$ cat src/rtl/safebox_pkg.sv
// Shared types and constants for the password entry controller and its timer.
package safebox_pkg;

   localparam int DIGIT_W    = 5;
   localparam int NUM_DIGITS = 4;
   localparam logic [DIGIT_W-1:0] BLANK = 5'h1F;

   typedef enum logic [2:0] {
      IDLE,
      ENTRY,
      CHECK,
      FAIL,
      OPEN,
      LOCKOUT
   } state_t;

   function automatic int max2(input int a, input int b);
      return (a > b) ? a : b;
   endfunction

endpackage

$ cat src/rtl/sb_down_timer.sv
// Loadable down-counter; expired pulses during the last counted cycle unless a reload is pending.
module sb_down_timer #(
   parameter int WIDTH = 29
) (
   input  logic             clk,
   input  logic             rst,
   input  logic             load,
   input  logic [WIDTH-1:0] load_value,
   output logic             expired
);

   logic [WIDTH-1:0] count_reg;

   always_ff @(posedge clk) begin
      if (rst) begin
         count_reg <= '0;
      end else if (load) begin
         count_reg <= load_value;
      end else if (count_reg != '0) begin
         count_reg <= count_reg - WIDTH'(1);
      end
   end

   // A reload in the same cycle restarts the interval, so it suppresses expiry.
   assign expired = (count_reg == WIDTH'(1)) && !load;

endmodule

$ cat src/rtl/password_entry_ctrl.sv
// Four-digit keypad password controller with show/mask display, open state and lockout.
module password_entry_ctrl
   import safebox_pkg::*;
#(
   parameter int          SHOW_CYCLES = 50_000_000,
   parameter int          LOCK_CYCLES = 500_000_000,
   parameter int          MAX_FAIL    = 3,
   parameter logic [15:0] INIT_PW     = 16'h1234
) (
   input  logic       clk,
   input  logic       rst,
   input  logic       key_valid,
   input  logic [3:0] key_code,
   input  logic       key_enter,
   input  logic       key_clear,
   input  logic       key_set,
   output logic [4:0] p0,
   output logic [4:0] p1,
   output logic [4:0] p2,
   output logic [4:0] p3,
   output logic       disp_show,
   output logic       unlocked,
   output logic       alarm,
   output logic [1:0] fail_cnt
);

   localparam int TW = $clog2(max2(SHOW_CYCLES, LOCK_CYCLES) + 1);
   localparam logic [1:0] MAX_FAIL_C = 2'(MAX_FAIL);

   state_t             state_reg;
   logic [DIGIT_W-1:0] digit_reg [NUM_DIGITS];
   logic [3:0]         pw_reg    [NUM_DIGITS];
   logic [2:0]         idx_reg;
   logic               disp_show_reg;
   logic               unlocked_reg;
   logic               alarm_reg;
   logic [1:0]         fail_cnt_reg;

   logic            do_clear, do_enter, do_set, do_digit;
   logic            entry_state, full, accept, wipe;
   logic            go_lock, pw_match;
   logic [1:0]      fail_next;
   logic [NUM_DIGITS-1:0] match_bits;
   logic            timer_load, timer_expired;
   logic [TW-1:0]   timer_value;

   // Only the highest-priority pulse acts, even when it is itself ignored.
   assign do_clear = key_clear;
   assign do_enter = key_enter && !key_clear;
   assign do_set   = key_set && !key_clear && !key_enter;
   assign do_digit = key_valid && !key_clear && !key_enter && !key_set && (key_code <= 4'd9);

   assign entry_state = (state_reg == IDLE) || (state_reg == ENTRY) || (state_reg == OPEN);
   assign full        = (idx_reg == 3'd4);
   assign accept      = entry_state && do_digit && !full;

   generate
      for (genvar gi = 0; gi < NUM_DIGITS; gi++) begin : g_match
         assign match_bits[gi] = (digit_reg[gi] == {1'b0, pw_reg[gi]});
      end
   endgenerate
   assign pw_match = &match_bits;

   assign fail_next = (fail_cnt_reg >= MAX_FAIL_C) ? MAX_FAIL_C : fail_cnt_reg + 2'd1;
   assign go_lock   = (state_reg == FAIL) && (fail_next == MAX_FAIL_C);

   // Every path that discards the entered digits also clears idx and the show flag.
   assign wipe = (entry_state && do_clear)
              || (state_reg == CHECK)
              || (state_reg == FAIL)
              || ((state_reg == OPEN) && do_enter)
              || ((state_reg == OPEN) && do_set && full);

   assign timer_load  = accept || go_lock;
   assign timer_value = go_lock ? TW'(LOCK_CYCLES) : TW'(SHOW_CYCLES);

   sb_down_timer #(
      .WIDTH(TW)
   ) u_timer (
      .clk       (clk),
      .rst       (rst),
      .load      (timer_load),
      .load_value(timer_value),
      .expired   (timer_expired)
   );

   always_ff @(posedge clk) begin
      if (rst) begin
         state_reg     <= IDLE;
         idx_reg       <= '0;
         disp_show_reg <= 1'b0;
         unlocked_reg  <= 1'b0;
         alarm_reg     <= 1'b0;
         fail_cnt_reg  <= '0;
         for (int i = 0; i < NUM_DIGITS; i++) begin
            digit_reg[i] <= BLANK;
            pw_reg[i]    <= INIT_PW[15-4*i -: 4];
         end
      end else begin
         if (timer_expired) begin
            disp_show_reg <= 1'b0;
         end
         if (accept) begin
            digit_reg[idx_reg[1:0]] <= {1'b0, key_code};
            idx_reg                 <= idx_reg + 3'd1;
            disp_show_reg           <= 1'b1;
         end
         if (wipe) begin
            for (int i = 0; i < NUM_DIGITS; i++) begin
               digit_reg[i] <= BLANK;
            end
            idx_reg       <= '0;
            disp_show_reg <= 1'b0;
         end

         case (state_reg)
            IDLE: begin
               if (accept) begin
                  state_reg <= ENTRY;
               end
            end
            ENTRY: begin
               if (do_clear) begin
                  state_reg <= IDLE;
               end else if (do_enter && full) begin
                  state_reg <= CHECK;
               end
            end
            CHECK: begin
               if (pw_match) begin
                  state_reg    <= OPEN;
                  unlocked_reg <= 1'b1;
                  fail_cnt_reg <= '0;
               end else begin
                  state_reg <= FAIL;
               end
            end
            FAIL: begin
               fail_cnt_reg <= fail_next;
               if (go_lock) begin
                  state_reg <= LOCKOUT;
                  alarm_reg <= 1'b1;
               end else begin
                  state_reg <= IDLE;
               end
            end
            OPEN: begin
               if (!do_clear && do_enter) begin
                  state_reg    <= IDLE;
                  unlocked_reg <= 1'b0;
               end else if (do_set && full) begin
                  for (int i = 0; i < NUM_DIGITS; i++) begin
                     pw_reg[i] <= digit_reg[i][3:0];
                  end
               end
            end
            LOCKOUT: begin
               if (timer_expired) begin
                  state_reg    <= IDLE;
                  alarm_reg    <= 1'b0;
                  fail_cnt_reg <= '0;
               end
            end
            default: state_reg <= IDLE;
         endcase
      end
   end

   assign p0        = digit_reg[0];
   assign p1        = digit_reg[1];
   assign p2        = digit_reg[2];
   assign p3        = digit_reg[3];
   assign disp_show = disp_show_reg;
   assign unlocked  = unlocked_reg;
   assign alarm     = alarm_reg;
   assign fail_cnt  = fail_cnt_reg;

endmodule

$ cat config.mk
export PLATFORM = sky130hd
export DESIGN_NAME = password_entry_ctrl
export DESIGN_NICKNAME = d
export VERILOG_FILES = /design/src/rtl/safebox_pkg.sv /design/src/rtl/sb_down_timer.sv /design/src/rtl/password_entry_ctrl.sv
export SDC_FILE = /design/constraint.sdc
export NUM_CORES = 1
export LEC_CHECK = 0
export ABC_AREA = 1
export CORE_MARGIN = 2
export CORE_UTILIZATION = 40
export DETAILED_ROUTE_END_ITERATION = 7
export PLACE_DENSITY = 0.6
export SYNTH_ARGS = -nofsm -noshare
export SYNTH_HDL_FRONTEND = slang
export SYNTH_HIERARCHICAL = 1
export SYNTH_SLANG_ARGS = --single-unit
$ cat constraint.sdc
create_clock -name clk -period 2.5 [get_ports clk]
set_clock_uncertainty 0.2 [all_clocks]
set_input_delay 0.625 -clock clk [delete_from_list [all_inputs] [get_ports clk]]
set_output_delay 0.625 -clock clk [all_outputs]
set_load 0.05 [all_outputs]
Word level (Yosys, flattened, before mapping)

Memories as Yosys holds them, arrays and structs flattened.
Index checks and enable logic that the tools add are counted.

Register bits: 40
Latch bits: 0
RAM bits: 36
ROM bits: 0
Input port bits: 10
Output and inout port bits: 25
Word-level logic and storage cells: 130
Memories kept: 2

Add/subtract/negate cells: 3
Multipliers: 0
Div/mod/pow operators: 0
Order comparisons: 2
Equality and inequality tests: 18
Shift operators: 0
Mux-type cells: 46
Bitwise gates (word level): 8
Reduce and logical (&&, ||, !) cells: 44

Memories:

| memory    | depth | width | rd ports | clocked after memory_dff | write ports | line                      | RTL |
|---|---|---|---|---|---|---|---|
| digit_reg | 4     | 5     | 4        | 0                        | 4           | password_entry_ctrl.sv:31 | `logic [DIGIT_W-1:0] digit_reg [NUM_DIGITS];` |
| pw_reg    | 4     | 4     | 4        | 0                        | 4           | password_entry_ctrl.sv:32 | `logic [3:0] pw_reg [NUM_DIGITS];` |

Operator list:

| operator                | number |
|---|---|
| $mux W29                | 3 |
| $eq A29 B1 Y1 const B   | 1 |
| $reduce_bool A29 Y1     | 1 |
| $sub A29 B1 Y29 const B | 1 |
| $mux W5                 | 5 |
| $mux W3                 | 7 |
| $eq A5 B4 Y1            | 4 |
| $mux W1                 | 19 |
| $logic_and A1 B1 Y1     | 18 |
| $pmux W3 S6             | 1 |
| $mux W4                 | 4 |
| $eq A3 B3 Y1 const B    | 3 |
| $reduce_and A3 Y1       | 3 |
| $mux W2                 | 4 |
| $ne A2 B2 Y1 const B    | 4 |
| $or A1 B1 Y1            | 8 |
| $reduce_and A4 Y1       | 2 |
| $reduce_bool A2 Y1      | 4 |
| $logic_or A1 B1 Y1      | 7 |
| $eq A3 B2 Y1 const B    | 2 |
| $pmux W2 S3             | 1 |
| $logic_not A1 Y1        | 5 |
| $reduce_or A5 Y1        | 1 |
| $le A4 B4 Y1 const B    | 1 |
| 11 further kinds        | 12 |

Logic depth before layout (Yosys ltp)

Gate-level depths: netlist of run 1.

Depth after elaboration: 13
Mapped depth: 20
Depth with buffers taken out: 18

Hierarchy

The synthesis of run 1 kept the hierarchy.

By module, submodules not included:

| module              | times used | cells each | area each (sq um) | sequential area each (sq um) |
|---|---|---|---|---|
| password_entry_ctrl | 1          | 283        | 2333.5            | 1261.2 |
| sb_down_timer       | 1          | 365        | 2165.8            | 580.6 |

Worst setup path before layout of run 1

No wires, ideal clock.

Kind: input to register
From: input key_enter
To: register state_reg[0]
Setup time: 0.066 ns
Arrival: 2.416 ns
Required time: 2.234 ns
Slack: -0.182 ns
Stages on the path: 18
Path buffers: 2
Path through: inv_1 > nand3_1 > a21oi_1 > nand2_2 > nand2_1 > inv_1 > buf_2 > buf_2 > nand3_1 > nor3_1 > inv_1 > nand2_1 > nand2_1 > nor2_1 > nand2_1 > nor2_1 > nand2_1 > a21oi_2

Longest elaborated chain between the ends: 11
Elaborated cells between the ends (all ways): 17
Classes of those cells: eq/ne: 4; reduce/logical: 13

RTL lines:

| item                               | line                       | RTL |
|---|---|---|
| start, declared                    | password_entry_ctrl.sv:14  | `input logic key_enter,` |
| $logic_not A1 Y1                   | password_entry_ctrl.sv:51  | `assign do_digit = key_valid && !key_clear && !key_enter && !key_set && (key_code <= 4'd9);` |
| $logic_and A1 B1 Y1 (3 in series)  | password_entry_ctrl.sv:51  |  |
| $logic_and A1 B1 Y1 (2 in series)  | password_entry_ctrl.sv:55  | `assign accept = entry_state && do_digit && !full;` |
| $logic_or A1 B1 Y1                 | password_entry_ctrl.sv:74  | `assign timer_load = accept \|\| go_lock;` |
| via timer_load                     | password_entry_ctrl.sv:44  | `logic timer_load, timer_expired;` |
| $logic_not A1 Y1                   | sb_down_timer.sv:25        | `assign expired = (count_reg == WIDTH'(1)) && !load;` |
| $logic_and A1 B1 Y1                | sb_down_timer.sv:25        |  |
| via timer_expired                  | password_entry_ctrl.sv:44  |  |
| $ne A2 B2 Y1 (no source line)      | n/a                        |  |
| $reduce_and A4 Y1 (no source line) | n/a                        |  |
| end signal, assigned               | password_entry_ctrl.sv:89  | `state_reg <= IDLE;` |
| end signal, assigned               | password_entry_ctrl.sv:119 | `state_reg <= ENTRY;` |
| end signal, assigned               | password_entry_ctrl.sv:124 | `state_reg <= IDLE;` |
| end, declared                      | password_entry_ctrl.sv:30  | `state_t state_reg;` |

The timed path passes the listed nets, and every way through them passes these cells.
A chain may end at the register's enable or synchronous reset.

Final worst setup path of run 1

From: register fail_cnt_reg[1] (netlist: fail_cnt[1])
To: output fail_cnt[1]

RTL lines:

| item                   | line                       | RTL |
|---|---|---|
| start, declared        | password_entry_ctrl.sv:37  | `logic [1:0] fail_cnt_reg;` |
| start signal, assigned | password_entry_ctrl.sv:139 | `fail_cnt_reg <= fail_next;` |
| end, declared          | password_entry_ctrl.sv:24  | `output logic [1:0] fail_cnt` |

No word-level cell between the ends.

==> metrics, run 1 <==
worst r2r dst u_timer/count_reg[25]; number of global-route vias before repair 3856; Worst Path Buf+Inv 1; Synthesis Warnings 6; leakage around 2.6 nW; period utilisation layout a little over nine tenths; met2 usage 30.50%; total track usage about a fifth; Core ar. 10890 um2; Root Driver clkbuf_8; maximum clock rate 410.0 MHz; crit-path cells clkdlybuf4s50_1; drt initial violations about 210; Overall Power around 5.5 mW; final setup TNS 0 ns; most frequent cells in the layout nand2_1, nor2_1, inv_1, dfxtp_1, nand3_1; top post-synthesis cells by area edfxtp_1, dfxtp_1, nand2_1; DR WL/cell 12.32 um; CP max FO 5; setup violators final 0; final net count roughly 740; outcome completed; crit path launch fail_cnt[1]; worst endpoint required time 1.67 ns; maximum number of pins on one net before global-route repair 29; Placement Rows 38; die area approximately 12000 um2; dpl cell area between 5000 and 6000 um2; CP peak stage delay approximately 0.83 ns; post-route cell area 5484 um2; Via Count slightly above 4k; Netlist cell types 36; global placement routability congestion between 0.8 and 0.9; R2R depth 15; maximum clock path buffer count 2; clock group share of total power between 10% and 20%; H-tree Lvls 3; reg2reg start idx_reg[1]; internal power between 2 and 3 mW; global routing's busiest layer met2; Routed Antenna Nets 0; Relative slew margins around 66%; max reg flops 29; commonest non-fill, non-tap cell in the layout nand2_1; drc violations 0; CTS clock-pin slew for the worst setup and hold paths about 0.090 ns; number of port buffers 34; FF+latch count, synth between 70 and 80; Post-Synthesis Cells roughly 650; # hold bufs at CTS 0; Mapped Area roughly 4500 um2; Yosys top cell area share between 20% and 30%; Ant. Diodes 0; Setup Crit Path Kind flop to output pin; Max Cap Violations 0; switching share of total power 47.56%; DR pass1 iterations 4; die height 110.1 um; CP startpoint kind flop; CTS tree built; fraction of final layout cells with drive strength greater than 1 between 15 and 20%; gr ovfl total 0; share of the yosys chip area belonging to registers 40.93%; met3 track demand over resource 3.704%; total CTS buffers 9; R2R Setup Slk between 0.15 and 0.2 ns; Worst setup endpoint fail_cnt[1]; worst hold slack 0.2653 ns; M1 GR Usage between 20 and 25%; Worst Setup End Kind output pin; switching power approximately 2.6 mW; initial antenna violation count 0; number of cells on the critical path 1; Max VDD drop between 0.0006 and 0.0007 V; total routed wirelength between 10000 and 15000 um; Slowest cell on crit path clkdlybuf4s50_1; IO Pins 35; fill count 1098; PD cells between 1000 and 1500 nW/um2; Initial Util 41.32%; Slew Viols, Final 0; Hold Vio Cnt, Final 0; crit path DAT 1.61 ns; Final Util between 50 and 60%; DP HPWL between 8000 and 9000 um; Die W around 110 um; average cell area after synthesis approximately 6.9 um2; post-synth top area cell edfxtp_1; clk_lat worst skew between 0.3 and 0.4 ns; worst hold path class flop to flop; vias per cell ~4.7; combinational group share of total power approximately 52%; register share of total power 31.8%; Top Family by Delay on Critical Path buffers and inverters; Layout area overhead 21.89%; # clock sinks 76; Worst-Margin Slew between 0.5 and 0.6 ns; Period minus WS final 2.439 ns; first-pass GRT wire length 17620 um
-- Yosys cell counts, drive strengths merged --
master   number
a21o          1
a21oi        21
a31oi         1
buf           6
clkbuf        6
conb          2
dfxtp        44
edfxtp       32
ha            7
inv         101
nand2       190
nand3        37
nand3b        2
nand4         8
nor2        131
nor3          8
o2111ai       1
o211ai        8
o21ai        14
o21bai        1
or2          16
xnor2         9
xor2          2
-- how the worst min path moves through the flow --
stage	startpoint	to	slack (ns)	cells after the start
2_1_floorplan	idx_reg[0]	idx_reg[0]	0.27	2
3_3_place_gp	alarm	alarm	0.25	2
3_5_place_dp	alarm	alarm	0.26	2
4_1_cts	alarm	alarm	0.27	2
5_1_grt	alarm	alarm	0.29	2
6_report	alarm	alarm	0.27	2
-- timing repair --
action | 4_1_cts | 5_1_grt
setup endpoints to repair | 0 | 3
gates resized for setup | 0 | 19
hold endpoints to repair | 0 | 0
buffers inserted | 0 | 2
-- logic make-up (layout without fill, tap and decap cells) --
| family | Yosys count | count (layout) | share of synthesized area (%) |
|---|---|---|---|
| flops | 76 | 76 | 40.93 |
| xor+xnor | 11 | 11 | 2.141 |
| other cells | 2 | 14 | 0.1669 |
| fa+ha+maj | 7 | 7 | 1.947 |
| buf+inv | 113 | 183 | 10.04 |
| simple gates | 392 | 392 | 38.71 |
| compound gates | 47 | 47 | 6.062 |
-- power groups by stage --
stage	logic (mW)	registers (mW)	clock network, mW
5_1_grt	3.30	1.80	0.974
2_1_floorplan	2.32	1.72	0
6_report	2.88	1.76	0.895
4_1_cts	2.87	1.76	0.925
3_3_place_gp	2.81	1.78	0
3_5_place_dp	2.86	1.79	0
-- layout make-up --
type | instances | area, um2 | share of cell area (%)
Clock buffer | 9 | 123.9 | 2.259
Clock inverter | 7 | 60.06 | 1.095
Inverter | 101 | 381.6 | 6.959
Multi-Input combinational cell | 471 | 2305 | 42.03
Sequential cell | 76 | 1843 | 33.61
Tap cell | 140 | 175.2 | 3.194
Timing Repair Buffer | 66 | 595.6 | 10.86
-- stage by stage --
step | worst slack, ns | std cells
5_1_grt | -0.01220 | 870
3_5_place_dp | -0.2819 | 852
2_1_floorplan | 0.01694 | 660
3_3_place_gp | -0.2104 | 852
6_report | 0.06121 | 870
4_1_cts | 0.04362 | 868
-- metal layers --
layer / vias up / share of wire [%]
li1: 2144 / -
met1: 1851 / 48
met2: 67 / 47
met3: 14 / 3.9
met4: 0 / 1.8
met5: - / 0
Note: power is estimated with default switching activity, not from simulation.
==> inputs of run 2 (changes only) <==
- PLACE_DENSITY: 0.6 -> 0.58
- clock period: 2.5 -> 2.75 ns (I/O delays scaled with it)
==> run 2 against run 1 <==
First-iteration DRC count grew 24%. Flip-flop and latch count unchanged. Clock power is 16% lower. Power is 10% lower. Die area is the same. Largest power group unchanged.
==> metrics, run 2 (synthesis gave the netlist of run 1 again) <==
Via Count roughly 4k; global placement routability congestion approximately 0.88; drt initial violations between 200 and 300; crit path DAT approximately 2.7 ns; Slowest cell on crit path clkdlybuf4s50_1; number of global-route vias before repair 3693; fill count approximately 1.1k; maximum number of pins on one net before global-route repair 26; Setup Crit Path Kind primary input to flop; Ant. Diodes 0; die area 12110 um2; Die W ~110 um; final instance count without filler cells between 800 and 900; outcome completed; vias per cell between 4 and 5; DP HPWL between 8000 and 9000 um; Max Cap Violations 0; maximum clock rate 389.9 MHz; CP most frequent cell nand2_1; leakage about 2.5 nW; total track usage 19.07%; Max VDD drop approximately 0.00046 V; multi-input logic area approximately 2300 um2; most frequent cells in the layout nand2_1, nor2_1, inv_1, dfxtp_1, nand3_1; Overall Power around 5 mW; CTS clock-pin slew for the worst setup and hold paths around 0.080 ns; register area between 1500 and 2000 um2; Top Family by Delay on Critical Path simple AND/OR/NAND/NOR gates; maximum clock path buffer count 2; Initial Util between 40% and 50%; # clock sinks 76; PD cells slightly above 900 nW/um2; gr ovfl total 0; period utilisation layout 93.26%; IO Pins 35; worst hold path class flop to flop; DR WL/cell 12.73 um; die height ~110 um; worst endpoint required time between 2 and 3 ns; Root Driver clkbuf_8; CP peak stage delay roughly 0.5 ns; initial antenna violation count 0; Hold Vio Cnt, Final 0; Worst Path Buf+Inv 4; CTS tree built; Layout area overhead 18.72%; Slew Viols, Final 0; Worst Setup End Kind flop; fraction of final layout cells with drive strength greater than 1 13.59%; Period minus WS final between 2 and 3 ns; H-tree Lvls 3; final net count about 730; Worst-Margin Slew between 0.5 and 0.6 ns; DR pass1 iterations 5; first-pass GRT wire length ~18000 um; crit-path cells clkdlybuf4s50_1, inv_1, nand3_1, a21oi_1, nand2_2, nand2_1, inv_1, nand3_1, nor3_2, inv_1, nand2_1, nand2_1, nor2_1, nand2_1, nor2_1, nand2_1, a21oi_2; setup violators final 0; CP startpoint kind primary input; number of port buffers 34; total CTS buffers 9; Placed Cells incl. Taps 844; commonest non-fill, non-tap cell in the layout nand2_1; drc violations 0; Placement Rows 38; CP max FO 2; clk_lat worst skew 0.36 ns; Relative slew margins between 60% and 70%; max reg flops 29; total routed wirelength roughly 11000 um; Core ar. roughly 11000 um2; Routed Antenna Nets 0
## run 2: what timing repair did
action	4_1_cts	5_1_grt
gates resized for setup	0	2
endpoints found under the setup margin	0	4
hold buffers	0	0
buffers inserted	0	1
endpoints found under the hold margin	0	0
## run 2: report_power, final
part / switching, mW / internal, mW / total (mW)
clock network: 0.429 / 0.322 / 0.751
registers: 0.232 / 1.37 / 1.60
logic: 1.71 / 0.927 / 2.63
## run 2: path summary, 6_finish.rpt
check             depth (start not counted)      endpoint  slack, ns       start
hold reg to reg                           2         alarm       0.27       alarm
hold / removal                            2         alarm       0.27       alarm
setup reg to reg                         18  state_reg[0]       0.34  idx_reg[0]
setup / recovery                         17  state_reg[0]       0.19   key_enter
## run 2: metal layers
metal | global-route usage (%) | part of all wire (%) | vias to the layer above
li1 | - | - | 2127
met1 | 25.87 | 50 | 1839
met2 | 30.50 | 45 | 57
met3 | 3.880 | 3.9 | 11
met4 | 5.967 | 1.1 | 0
met5 | 0 | 0 | -
## run 2: worst register-to-register path: cells and delay by family (launching register included)
family / cells / cell delay (ns)
and+or+nand+nor: 12 / 1.20
DFF: 1 / 0.34
buffers and inverters: 3 / 0.26
adders and majority gates: 1 / 0.18
AOI/OAI and AO/OA: 2 / 0.16
## run 2: metrics by stage
stage | instance area [um2] | setup slack, ns | hold WS, ns | util, % | TNS [ns]
4_1_cts | 5328 | 0.1074 | 0.2754 | 48.93 | 0
5_1_grt | 5341 | -0.01150 | 0.3029 | 49.06 | -0.01150
3_5_place_dp | 5167 | -0.2563 | 0.2610 | 47.46 | -3.524
3_3_place_gp | 5167 | -0.09613 | 0.2519 | 47.46 | -1.015
6_report | 5341 | 0.1853 | 0.2688 | 49.06 | 0
2_1_floorplan | 4544 | 0.005820 | 0.2738 | - | 0
## run 2: area by class of cell
type                            count  area share [%]
Clock buffer                       11           2.460
Clock inverter                      5          0.5388
Inverter                          101           7.145
Multi-Input combinational cell    471           42.23
Sequential cell                    76           34.50
Tap cell                          140           3.279
Timing Repair Buffer               57           9.838
